$ cat config.mk
export PLATFORM = sky130hd
export DESIGN_NAME = somador_sequencial_n
export DESIGN_NICKNAME = d
export VERILOG_FILES = /design/src/rtl/somador_sequencial_n.sv
export SDC_FILE = /design/constraint.sdc
export NUM_CORES = 1
export LEC_CHECK = 0
export BUFFER_PORTS_ARGS = -buffer_cell sky130_fd_sc_hd__clkbuf_2
export CORE_UTILIZATION = 40
export CTS_BUF_LIST = sky130_fd_sc_hd__clkbuf_8 sky130_fd_sc_hd__clkbuf_16
export DETAILED_ROUTE_END_ITERATION = 12
export PLACE_DENSITY = 0.67
export SLEW_MARGIN = 20
export SYNTH_ARGS = -nofsm -noshare
export SYNTH_HDL_FRONTEND = slang
export SYNTH_SLANG_ARGS = --single-unit
$ cat constraint.sdc
create_clock -name clk -period 11.3 [get_ports clk]
set_input_delay 1.695 -clock clk [delete_from_list [all_inputs] [get_ports clk]]
set_output_delay 1.695 -clock clk [all_outputs]
set_load 0.01 [all_outputs]
$ cat src/rtl/somador_sequencial_n.sv
// rtl/somador_sequencial_n.sv - multi-cycle WIDTH-bit adder/subtractor, CHUNK bits per clock
//
// Purpose:
//    Adds or subtracts two WIDTH-bit operands one CHUNK-bit ripple slice per
//    clock, least-significant slice first. The result is held afterwards
//    together with the carry/overflow/zero flags. A start/busy/done handshake
//    connects it to the controlling FSM.
//
// Parameters:
//    WIDTH  operand/result width, >= 2, integer multiple of CHUNK
//    CHUNK  bits processed per clock, >= 1 (CHUNK == WIDTH -> single slice)
//
// Ports:
//    clk    in   clock, rising edge
//    rst    in   synchronous active-high reset
//    start  in   operation request, sampled only while idle
//    sub    in   0: A+B+Cin, 1: A-B (A + ~B + 1, Cin ignored)
//    A, B   in   operands, latched on the accepted start
//    Cin    in   carry-in for addition, latched on the accepted start
//    busy   out  high while slices are being processed
//    done   out  one-cycle pulse when S and flags become valid
//    S      out  result (partial while busy)
//    Cout   out  carry out of bit WIDTH-1 (for sub: 1 = no borrow)
//    Cmsb   out  carry into bit WIDTH-1
//    Ovf    out  signed overflow, Cmsb ^ Cout
//    Zero   out  1 when S == 0

module somador_sequencial_n #(
   parameter int WIDTH = 16,
   parameter int CHUNK = 4
) (
   input  logic             clk,
   input  logic             rst,
   input  logic             start,
   input  logic             sub,
   input  logic [WIDTH-1:0] A,
   input  logic [WIDTH-1:0] B,
   input  logic             Cin,
   output logic             busy,
   output logic             done,
   output logic [WIDTH-1:0] S,
   output logic             Cout,
   output logic             Cmsb,
   output logic             Ovf,
   output logic             Zero
);

   localparam int NSLICE = WIDTH / CHUNK;
   localparam int KW     = (NSLICE > 1) ? $clog2(NSLICE) : 1;
   localparam logic [KW-1:0] K_LAST = KW'(NSLICE - 1);

   typedef enum logic {
      ST_IDLE = 1'b0,
      ST_CALC = 1'b1
   } state_t;

   state_t           r_state;
   logic [WIDTH-1:0] r_op_a;
   logic [WIDTH-1:0] r_op_b;
   logic             r_carry;
   logic [KW-1:0]    r_k;

   logic [CHUNK-1:0] w_slice_a;
   logic [CHUNK-1:0] w_slice_b;
   logic [CHUNK-1:0] w_slice_sum;
   logic             w_slice_cmsb;
   logic             w_slice_cout;
   logic [WIDTH-1:0] w_s_next;
   logic             w_last;

   // Operand slice selected by the slice counter.
   always_comb begin
      w_slice_a = '0;
      w_slice_b = '0;
      for (int j = 0; j < NSLICE; j++) begin
         if (r_k == KW'(j)) begin
            w_slice_a = r_op_a[j*CHUNK +: CHUNK];
            w_slice_b = r_op_b[j*CHUNK +: CHUNK];
         end
      end
   end

   // CHUNK-bit ripple adder. The carry entering the top bit of the slice is
   // kept as well: on the last slice it is the carry into bit WIDTH-1. With
   // CHUNK == 1 that is simply the incoming carry register.
   always_comb begin
      logic w_c;
      w_c          = r_carry;
      w_slice_sum  = '0;
      w_slice_cmsb = r_carry;
      for (int i = 0; i < CHUNK; i++) begin
         w_slice_sum[i] = w_slice_a[i] ^ w_slice_b[i] ^ w_c;
         if (i == CHUNK - 1) begin
            w_slice_cmsb = w_c;
         end
         w_c = (w_slice_a[i] & w_slice_b[i]) |
               (w_slice_a[i] & w_c) |
               (w_slice_b[i] & w_c);
      end
      w_slice_cout = w_c;
   end

   // Result with the current slice merged in at position k.
   always_comb begin
      w_s_next = S;
      for (int j = 0; j < NSLICE; j++) begin
         if (r_k == KW'(j)) begin
            w_s_next[j*CHUNK +: CHUNK] = w_slice_sum;
         end
      end
   end

   assign w_last = (r_k == K_LAST);

   always_ff @(posedge clk) begin
      if (rst) begin
         r_state <= ST_IDLE;
         r_op_a  <= '0;
         r_op_b  <= '0;
         r_carry <= 1'b0;
         r_k     <= '0;
         busy    <= 1'b0;
         done    <= 1'b0;
         S       <= '0;
         Cout    <= 1'b0;
         Cmsb    <= 1'b0;
         Ovf     <= 1'b0;
         Zero    <= 1'b0;
      end else begin
         case (r_state)
            ST_IDLE: begin
               done <= 1'b0;
               if (start) begin
                  // Subtraction is folded into an add of ~B with carry-in 1.
                  r_op_a  <= A;
                  r_op_b  <= B ^ {WIDTH{sub}};
                  r_carry <= sub ? 1'b1 : Cin;
                  r_k     <= '0;
                  S       <= '0;
                  busy    <= 1'b1;
                  r_state <= ST_CALC;
               end
            end
            ST_CALC: begin
               S       <= w_s_next;
               r_carry <= w_slice_cout;
               if (w_last) begin
                  r_k     <= '0;
                  Cout    <= w_slice_cout;
                  Cmsb    <= w_slice_cmsb;
                  Ovf     <= w_slice_cmsb ^ w_slice_cout;
                  Zero    <= (w_s_next == '0);
                  busy    <= 1'b0;
                  done    <= 1'b1;
                  r_state <= ST_IDLE;
               end else begin
                  r_k <= r_k + 1'b1;
               end
            end
            default: begin
               r_state <= ST_IDLE;
               busy    <= 1'b0;
               done    <= 1'b0;
            end
         endcase
      end
   end

endmodule

==> metrics.yaml, run 1 <==
cts:
  postCtsSetupBuffers: 0
  cts_resized: 0
  clock_latency_ps: 350
  holdBufCountCts: 0
  clk_pin_slew_ps: 70
  clock_path_buffers: 2
  cts_tree: "built"
  cts_buffers: 9
  root_buffer: "clkbuf_8"
  cts_num_sinks: 58
  h-tree-depth: 3
critical_path:
  rr_startpoint: "r_k[1]"
  path_class: "flop to flop"
  arrival_ps: 4470
  endpoint_kind: "flop"
  cp.required_ps: 11600
  r2r_slack_ps: 7120
  r2r-end: "Zero"
  worst_r2r_path_depth: 15
  cp-start-kind: "flop"
  crit_fanout: 25
outcome:
  status: "finished with violations"
  violations: "DRC"
hold_path:
  hold_path.class: "flop to flop"
  hold_start: "r_op_a[7]"
  hold_end: "r_op_a[7]"
  hold_depth: 2
die:
  num_io_pins: 59
  dieArea_um2: 7210
  start_util_pct: 42.4
  die_y_um: 84.9
  die_x_um: 84.9
  rows: 29
  core_um2: 6490
cells_and_area:
  layout-drive-gt1-share_pct: 20.3
  antenna_cells: 0
  fin_nets: 425
  area_delta_synth_final_pct: 17.5
sta:
  finalSetupTns_ps: 0
  slew_headroom_pct: 29.6
  fmax_ghz: 0.239
  worstMarginPinSlew_ps: 1050
  hold_viol: 0
  finClkSkew_ps: 5.77
  min_period_ps: 4180
  fin_crit_sh_pct: 37.0
  final_max_slew_viol_count: 0
  rsz0062_at_grt: "no"
  setup_violations: 0
logic_synthesis:
  synth_fp_nets: 383
  ys_async_sr_fraction_pct: 0
  yosys_warnings: 0
  synth_seq_area_share_pct: 42.2
  synth_top_area_share_pct: 42.2
  ys_types: 33
  yosysTopAreaCell: "dfxtp_1"
  synth.ff_latch_count: 58
  syn_avg_cell_area_um2: 8.14
  synth_edf_count: 0
  ys.flop_type: "dfxtp_1"
  netlist_top_cells_area: "dfxtp_1 (42%), a21oi_1 (7.6%), nand2_1 (7.1%)"
  syn_inst: 338
  syn_area_um2: 2750
route:
  via_count: 2383
  dr.pass1.iters: 9
  drc: 5
  postRouteAntennaNets: 0
  wire_per_inst_um: 13.6
  vias_per_cell: 5.16
  routed_wl_um: 6270
  first_iter_violations: 101
global_routing:
  grt_max_degree: 60
  antenna_found_initial: 0
  first_global_vias: 2303
  grt_pass1_wl_um: 10700
  grt_overflow: 0
  track_usage_pct: 19.2
flow_run:
  max-cap-violations: 0
pwr:
  leakagePower_nw: 1.28
  p_total_w: 0.000510
  p_per_area_nw_per_um2: 158
  vdd_ir_drop_max_v: 0.0000759
placed_design:
  port_buffers: 58
  place_congestion: 0.826
  place_hpwl_um: 4370
[worst max-delay path, stage by stage, from the launching register on]
cell and delay [ps]:
dfxtp_1 330, inv_1 90, ha_1 640, nand3b_1 200, a21oi_1 70, a21oi_1 140
o21ai_0 120, fa_1 420, inv_1 70, fa_1 160, inv_1 50, fa_1 430
fa_1 570, or4_4 570, nor3_2 110, a31o_1 140
[per-stage QoR]
step	hold slack [ps]	utilization, %	area [um^2]	worst slack, ps	instances
6_report	458	49.8	3230	7120	462
5_1_grt	491	49.8	3230	6770	462
4_1_cts	461	49.8	3230	7150	462
3_5_place_dp	451	46.4	3010	7180	446
3_3_place_gp	446	46.4	3010	7270	446
2_1_floorplan	432	-	2750	7660	338
[layer usage]
metal / track usage, % / up-vias / wire length (um)
met3: 7.30 / 11 / 331
met1: 22.9 / 1064 / 2990
met2: 31.3 / 64 / 2840
met5: 0 / - / 0
li1: - / 1244 / -
met4: 7.86 / 0 / 107
[Yosys cell counts (all sizes together) (3+ instances only)]
cell type	instances
a211oi	18
a21oi	42
a22oi	3
a32oi	9
buf	13
clkbuf	15
dfxtp	58
fa	4
ha	4
inv	5
mux2i	3
nand2	53
nand3b	7
nor2	51
nor2b	6
nor3	6
nor3b	3
o21ai	7
xnor2	17
[registers in the layout, summed over array words and instances (netlist names), 2 cells and up]
register  flops
r_op_b       16
S            16
r_op_a       16
r_k           2
[area by class of cell]
class	count	area, um^2
clock buffer	9	124
fill	644	3260
tap	77	96.3
inverter	5	18.8
multi-input combinational	247	1440
timing repair buffer	59	298
clock inverter	7	93.8
sequential	58	1160
[power by group]
group          internal (W)  switching, W  leakage [nW]  total (W)
combinational     0.0000311     0.0000445         0.702  0.0000756
sequential         0.000216    0.00000993         0.475   0.000226
clock              0.000123     0.0000852         0.105   0.000209
total              0.000370      0.000140          1.28   0.000510
[worst max-delay path by stage]
stage / from / end / slack, ps / cells past startpoint
6_report: r_k[1] / Zero / 7120 / 15
5_1_grt: r_k[1] / Zero / 6770 / 15
3_3_place_gp: r_k[1] / Zero / 7270 / 15
4_1_cts: r_k[1] / Zero / 7150 / 15
2_1_floorplan: r_k[1] / Zero / 7660 / 16
3_5_place_dp: r_k[1] / Zero / 7180 / 15
[kinds of logic (layout without fill, tap and decap cells)]
| group | Yosys count | count (layout) | synth area share (%) |
|---|---|---|---|
| DFF | 58 | 58 | 42.2 |
| xor gates and xnor gates | 17 | 17 | 5.41 |
| AOI/OAI and AO/OA | 86 | 86 | 19.5 |
| and+or+nand+nor | 133 | 133 | 21.6 |
| buffers and inverters | 33 | 80 | 5.46 |
| muxes | 3 | 3 | 1.09 |
| adders and majority gates | 8 | 8 | 4.73 |
[cells in the final DEF (no fill, tap or decap), types with 2 or more instances in the layout]
cell,count
clkbuf_2,57
nor3b_1,3
nor3_1,5
nor2_1,51
ha_1,4
xnor2_1,17
nand2b_1,2
nand2_1,52
nor4_1,2
o21ai_0,7
nor2b_1,6
bufinv_16,2
a32oi_1,9
mux2i_1,3
nand3b_1,7
a211oi_1,18
a22oi_1,3
o22ai_1,2
a21oi_1,42
fa_1,4
a221oi_1,2
o31ai_1,2
clkinv_2,2
dfxtp_1,58
clkinvlp_4,2
clkbuf_8,9
inv_1,5
No activity file was read; power rests on OpenSTA's default activity.
==> inputs of run 2 (changes only) <==
- ABC_AREA: unset -> 1
- clock period: 11.3 -> 3.9 ns (I/O delays scaled with it)
==> metrics.yaml, run 2 <==
die:
  num_io_pins: 59  # unchanged
  dieArea_um2: 7150  # was 7210 um^2
  start_util_pct: 42.2  # was 42.4%
  core_um2: 6460  # was 6490 um^2
  die_y_um: 84.5  # was 84.9 um
  die_x_um: 84.5  # was 84.9 um
  rows: 29  # unchanged
global_routing:
  first_global_vias: 2407  # was 2303
  grt_overflow: 0  # unchanged
  grt_pass1_wl_um: 11000  # was 10700 um
  grt_max_degree: 50  # was 60
  antenna_found_initial: 0  # unchanged
  track_usage_pct: 19.6  # was 19.2%
logic_synthesis:
  ys.flop_type: "dfxtp_1"  # unchanged
  synth_top_area_share_pct: 42.6  # was 42.2%
  syn_area_um2: 2730  # was 2750 um^2
  synth_seq_area_share_pct: 42.6  # was 42.2%
  synth_edf_count: 0  # unchanged
  synth.most_common_cell: "nand2_1"  # was dfxtp_1
  synth.ff_latch_count: 58  # unchanged
  ys_types: 26  # was 33
  yosys_warnings: 0  # unchanged
  synth_fp_nets: 402  # was 383
  ys_async_sr_fraction_pct: 0  # unchanged
  netlist_top_cells_area: "dfxtp_1 (43%), nand2_1 (9.4%), nor2_1 (7.4%)"  # was dfxtp_1 (42%), a21oi_1 (7.6%), nand2_1 (7.1%)
  syn_inst: 357  # was 338
  yosysTopAreaCell: "dfxtp_1"  # unchanged
  netlist_top_cells_count: "nand2_1 (68), dfxtp_1 (58), nor2_1 (54)"  # was dfxtp_1 (58), nand2_1 (52), nor2_1 (51)
  syn_avg_cell_area_um2: 7.63  # was 8.14 um^2
route:
  routed_wl_um: 6470  # was 6270 um
  first_iter_violations: 93  # was 101
  wire_per_inst_um: 13.1  # was 13.6 um
  vias_per_cell: 5.17  # was 5.16
  postRouteAntennaNets: 0  # unchanged
  via_count: 2542  # was 2383
  drc: 2  # was 5
  dr.pass1.iters: 10  # was 9
critical_path:
  r2r-end: "Zero"  # unchanged
  arrival_ps: 3850  # was 4470 ps
  cp-startpoint: "r_k[0]"  # was r_k[1]
  cp.required_ps: 4190  # was 11600 ps
  r2r_slack_ps: 350  # was 7120 ps
  rr_startpoint: "r_k[0]"  # was r_k[1]
  worst_r2r_path_depth: 19  # was 15
  cp-start-kind: "flop"  # unchanged
  endpoint_kind: "flop"  # unchanged
  crit_end: "Zero"  # unchanged
  path_class: "flop to flop"  # unchanged
  crit_fanout: 15  # was 25
sta:
  slew_headroom_pct: 52.0  # was 29.6%
  final_max_slew_viol_count: 0  # unchanged
  hold_viol: 0  # unchanged
  rsz0062_at_grt: "no"  # unchanged
  fin_ws_ps: 347  # was 7120 ps
  finClkSkew_ps: 4.88  # was 5.77 ps
  finalSetupTns_ps: 0  # unchanged
  setup_violations: 0  # unchanged
  fin_crit_sh_pct: 91.1  # was 37.0%
  worstMarginPinSlew_ps: 720  # was 1050 ps
  fmax_ghz: 0.281  # was 0.239 GHz
  min_period_ps: 3550  # was 4180 ps
placed_design:
  port_buffers: 58  # unchanged
  pre_cts_ws_ps: 185  # was 7180 ps
  place_hpwl_um: 4600  # was 4370 um
  place_congestion: 0.848  # was 0.826
pwr:
  leakagePower_nw: 1.49  # was 1.28 nW
  vdd_ir_drop_max_v: 0.000238  # was 0.0000759 V
  p_total_w: 0.00138  # was 0.000510 W
  p_per_area_nw_per_um2: 429  # was 158 nW/um^2
cells_and_area:
  final_cell_mix: "nand2_1 (68), dfxtp_1 (58), clkbuf_2 (58)"  # was dfxtp_1 (58), clkbuf_2 (57), nand2_1 (52)
  fin_nets: 455  # was 425
  fillers: 660  # was 644
  layout-drive-gt1-share_pct: 20.2  # was 20.3%
  top_regs: "S x16, r_op_a x16, r_op_b x16"  # unchanged
  area_delta_synth_final_pct: 17.9  # was 17.5%
  layout_commonest_cell: "nand2_1"  # was dfxtp_1
  antenna_cells: 0  # unchanged
cts:
  clk_pin_slew_ps: 60  # was 70 ps
  root_buffer: "clkbuf_8"  # unchanged
  clock_path_buffers: 2  # unchanged
  h-tree-depth: 3  # unchanged
  cts_resized: 0  # unchanged
  postCtsSetupBuffers: 0  # unchanged
  cts_tree: "built"  # unchanged
  cts_buffers: 9  # unchanged
  clock_latency_ps: 340  # was 350 ps
  holdBufCountCts: 0  # unchanged
  cts_num_sinks: 58  # unchanged
flow_run:
  max-cap-violations: 0  # unchanged
outcome:
  status: "finished with violations"  # unchanged
  violations: "DRC"  # unchanged
hold_path:
  hold_path.class: "input port to flop"  # was flop to flop
[run 2: final cells by class]
cell class / count / area, um^2 / share of cell area (%)
well taps: 77 / 96.3 / 3.00
multi-input cells: 257 / 1390 / 43.1
flip-flops and latches: 58 / 1160 / 36.1
clock buffers: 10 / 138 / 4.28
repair buffers: 63 / 328 / 10.2
inverters: 21 / 78.8 / 2.45
clock inverters: 6 / 26.3 / 0.818
[run 2: worst min-delay path by stage]
stage          slack (ps)      start         end  cells after the start
6_report              460       A[2]   r_op_a[2]                      3
5_1_grt               460       A[2]   r_op_a[2]                      3
4_1_cts               440      A[14]  r_op_a[14]                      3
3_5_place_dp          460       Cmsb        Cmsb                      2
3_3_place_gp          440       Cmsb        Cmsb                      2
2_1_floorplan         460  r_op_a[8]   r_op_a[8]                      2
[run 2: kinds of logic after synthesis]
family	Yosys count	synth area share, %
AOI/OAI and AO/OA	101	21.7
xor gates and xnor gates	17	5.46
adders and majority gates	8	4.78
buffers and inverters	42	6.66
DFF	58	42.6
and+or+nand+nor	131	18.8
[run 2: routing by layer]
metal	GRT usage, %	wire length [um]	up-vias
li1	-	-	1300
met1	25.8	3090	1156
met2	29.9	2910	70
met3	6.00	354	16
met4	8.47	117	0
met5	0	0	-
[run 2: worst max-delay path, stage by stage (launching register included)]
cell and delay [ps]:
dfxtp_1 370, inv_1 100, ha_1 390, nand3_1 160
nand2_1 60, o211ai_1 80, o21ai_0 130, fa_1 380
inv_1 80, fa_1 160, inv_1 50, fa_1 430
fa_1 520, nor2_1 170, nand2_1 70, nor2_1 100
nand2_1 60, nor2_1 80, nand2_1 60, nand2_1 40
[run 2: metrics by stage]
stage | utilization (%) | instances | hold slack (ps) | cell area (um^2)
6_report | 49.7 | 492 | 463 | 3210
5_1_grt | 49.7 | 492 | 462 | 3210
4_1_cts | 49.7 | 492 | 442 | 3210
3_5_place_dp | 47.2 | 476 | 457 | 3050
3_3_place_gp | 47.2 | 476 | 439 | 3050
2_1_floorplan | - | 357 | 459 | 2730
[run 2: where the power goes]
part           internal, W  total, W  switching (W)
registers         0.000630  0.000652      0.0000226
logic            0.0000996  0.000259       0.000159
clock network     0.000237  0.000467       0.000230
==> inputs of run 3 (changes only) <==
- CORE_UTILIZATION: 40 -> 54
- PLACE_DENSITY: 0.67 -> 0.84
==> metrics.yaml, run 3 (synthesized netlist as in run 2, its figures left out) <==
critical_path:
  cp-start-kind: "flop"  # unchanged
  max_stage_delay_ps: 520  # about the same
  crit_fanout: 15  # unchanged
  crit_slowest_cell: "fa_1"  # unchanged
  cp.required_ps: 4190  # about the same
  endpoint_kind: "flop"  # unchanged
  worst_r2r_path_depth: 19  # unchanged
  path_class: "flop to flop"  # unchanged
  path_cells: "inv_1, ha_1, nand3_1, nand2_1, o211ai_1, o21ai_0, fa_1, inv_1, fa_1, inv_1, fa_1, fa_1, nand2_1, o21ai_0, nor2_1, nand2_1, nor2_1, nand2_1, nand2_1"  # was inv_1, ha_1, nand3_1, nand2_1, o211ai_1, o21ai_0, fa_1, inv_1, fa_1, inv_1, fa_1, fa_1, nor2_1, nand2_1, nor2_1, nand2_1, nor2_1, nand2_1, nand2_1
  cpMostUsedCell: "nand2_1"  # unchanged
  arrival_ps: 3860  # was 3850 ps
cts:
  cts_num_sinks: 58  # unchanged
  cts_tree: "built"  # unchanged
  holdBufCountCts: 0  # unchanged
  clk_pin_slew_ps: 60  # about the same
  h-tree-depth: 3  # unchanged
  cts_resized: 0  # unchanged
  cts_buffers: 9  # unchanged
  clock_latency_ps: 350  # was 340 ps
  root_buffer: "clkbuf_8"  # unchanged
  clock_path_buffers: 2  # unchanged
  postCtsSetupBuffers: 0  # unchanged
sta:
  min_period_ps: 3580  # was 3550 ps
  setup_violations: 0  # unchanged
  finalSetupTns_ps: 0  # unchanged
  fin_crit_sh_pct: 91.7  # was 91.1%
  finClkSkew_ps: 9.05  # was 4.88 ps
  worstMarginPinSlew_ps: 758  # was 720 ps
  hold_viol: 0  # unchanged
  rsz0062_at_grt: "no"  # unchanged
  fmax_ghz: 0.280  # was 0.281 GHz
  final_max_slew_viol_count: 0  # unchanged
  slew_headroom_pct: 49.4  # was 52.0%
global_routing:
  first_global_vias: 2423  # was 2407
  antenna_found_initial: 0  # unchanged
  track_usage_pct: 26.9  # was 19.6%
  grt_overflow: 0  # unchanged
  grt_pass1_wl_um: 10600  # was 11000 um
  grt_max_degree: 50  # unchanged
pwr:
  leakagePower_nw: 1.51  # was 1.49 nW
  p_per_area_nw_per_um2: 455  # was 429 nW/um^2
  vdd_ir_drop_max_v: 0.000458  # was 0.000238 V
cells_and_area:
  area_delta_synth_final_pct: 19.5  # was 17.9%
  layout_commonest_cell: "nand2_1"  # unchanged
  fin_nets: 457  # was 455
  layout-drive-gt1-share_pct: 20.9  # was 20.2%
  fillers: 417  # was 660
  multi_input_area_um2: 1390  # unchanged
  regArea_um2: 1160  # unchanged
  top_regs: "S x16, r_op_a x16, r_op_b x16"  # unchanged
  finalCoreUtilization_pct: 68.0  # was 49.7%
  final_cell_mix: "nand2_1 (68), dfxtp_1 (58), clkbuf_2 (58)"  # unchanged
  antenna_cells: 0  # unchanged
die:
  core_um2: 4790  # was 6460 um^2
  die_y_um: 73.0  # was 84.5 um
  rows: 25  # was 29
  die_x_um: 73.0  # was 84.5 um
  dieArea_um2: 5330  # was 7150 um^2
  num_io_pins: 59  # unchanged
  start_util_pct: 56.9  # was 42.2%
route:
  drc: 0  # was 2
  dr.pass1.iters: 4  # was 10
  postRouteAntennaNets: 0  # unchanged
  routed_wl_um: 6510  # was 6470 um
  first_iter_violations: 141  # was 93
  vias_per_cell: 5.45  # was 5.17
  wire_per_inst_um: 13.5  # was 13.1 um
  via_count: 2632  # was 2542
placed_design:
  place_congestion: 0.860  # was 0.848
  place_hpwl_um: 4520  # was 4600 um
  port_buffers: 58  # unchanged
outcome:
  status: "complete, no violations"  # was finished with violations
hold_path:
  hold_path.class: "input port to flop"  # unchanged
  hold_depth: 3  # unchanged
flow_run:
  max-cap-violations: 0  # unchanged
-- run 3: metrics by stage --
stage / cells / worst slack, ps / instance area (um^2) / hold WS, ps / total power (W)
floorplan: 357 / 645 / 2730 / 459 / 0.000845
global placement: 468 / 498 / 3050 / 446 / 0.000916
detailed placement: 468 / 364 / 3050 / 466 / 0.000922
CTS: 483 / 340 / 3250 / 453 / 0.00149
global route: 483 / 13.1 / 3260 / 456 / 0.00156
finish: 483 / 325 / 3260 / 466 / 0.00148
-- run 3: layout make-up --
| type | count | area share (%) |
|---|---|---|
| repair buffers | 65 | 10.5 |
| clock inverters | 3 | 1.19 |
| inverters | 21 | 2.42 |
| multi-input cells | 257 | 42.5 |
| well taps | 67 | 2.57 |
| clock buffers | 12 | 5.07 |
| flip-flops and latches | 58 | 35.7 |
-- run 3: critical path, delay by kind of cell, from the launching register on --
| kind | cells | cell delay [ps] |
|---|---|---|
| simple gates | 8 | 720 |
| fa+ha+maj | 5 | 1870 |
| compound gates | 3 | 320 |
| flops | 1 | 360 |
| buf+inv | 3 | 230 |
-- run 3: power by group --
group / internal, W / total, W / switching (W)
clock: 0.000340 / 0.000565 / 0.000225
sequential: 0.000630 / 0.000654 / 0.0000240
combinational: 0.000100 / 0.000263 / 0.000163
-- run 3: final timing paths --
check	startpoint	slack, ps	end
worst min register to register	done	470	done
worst max register to register	r_k[0]	320	Zero
worst min-delay path	A[12]	470	r_op_a[12]
worst max-delay path	r_k[0]	320	Zero
-- run 3: routing by layer --
layer	global-route usage [%]	up-vias	part of all wire [%]
met2	42.9	108	48
met1	31.1	1210	42
met4	12.6	0	2.1
li1	-	1296	-
met5	0	-	0
met3	11.2	18	7.5
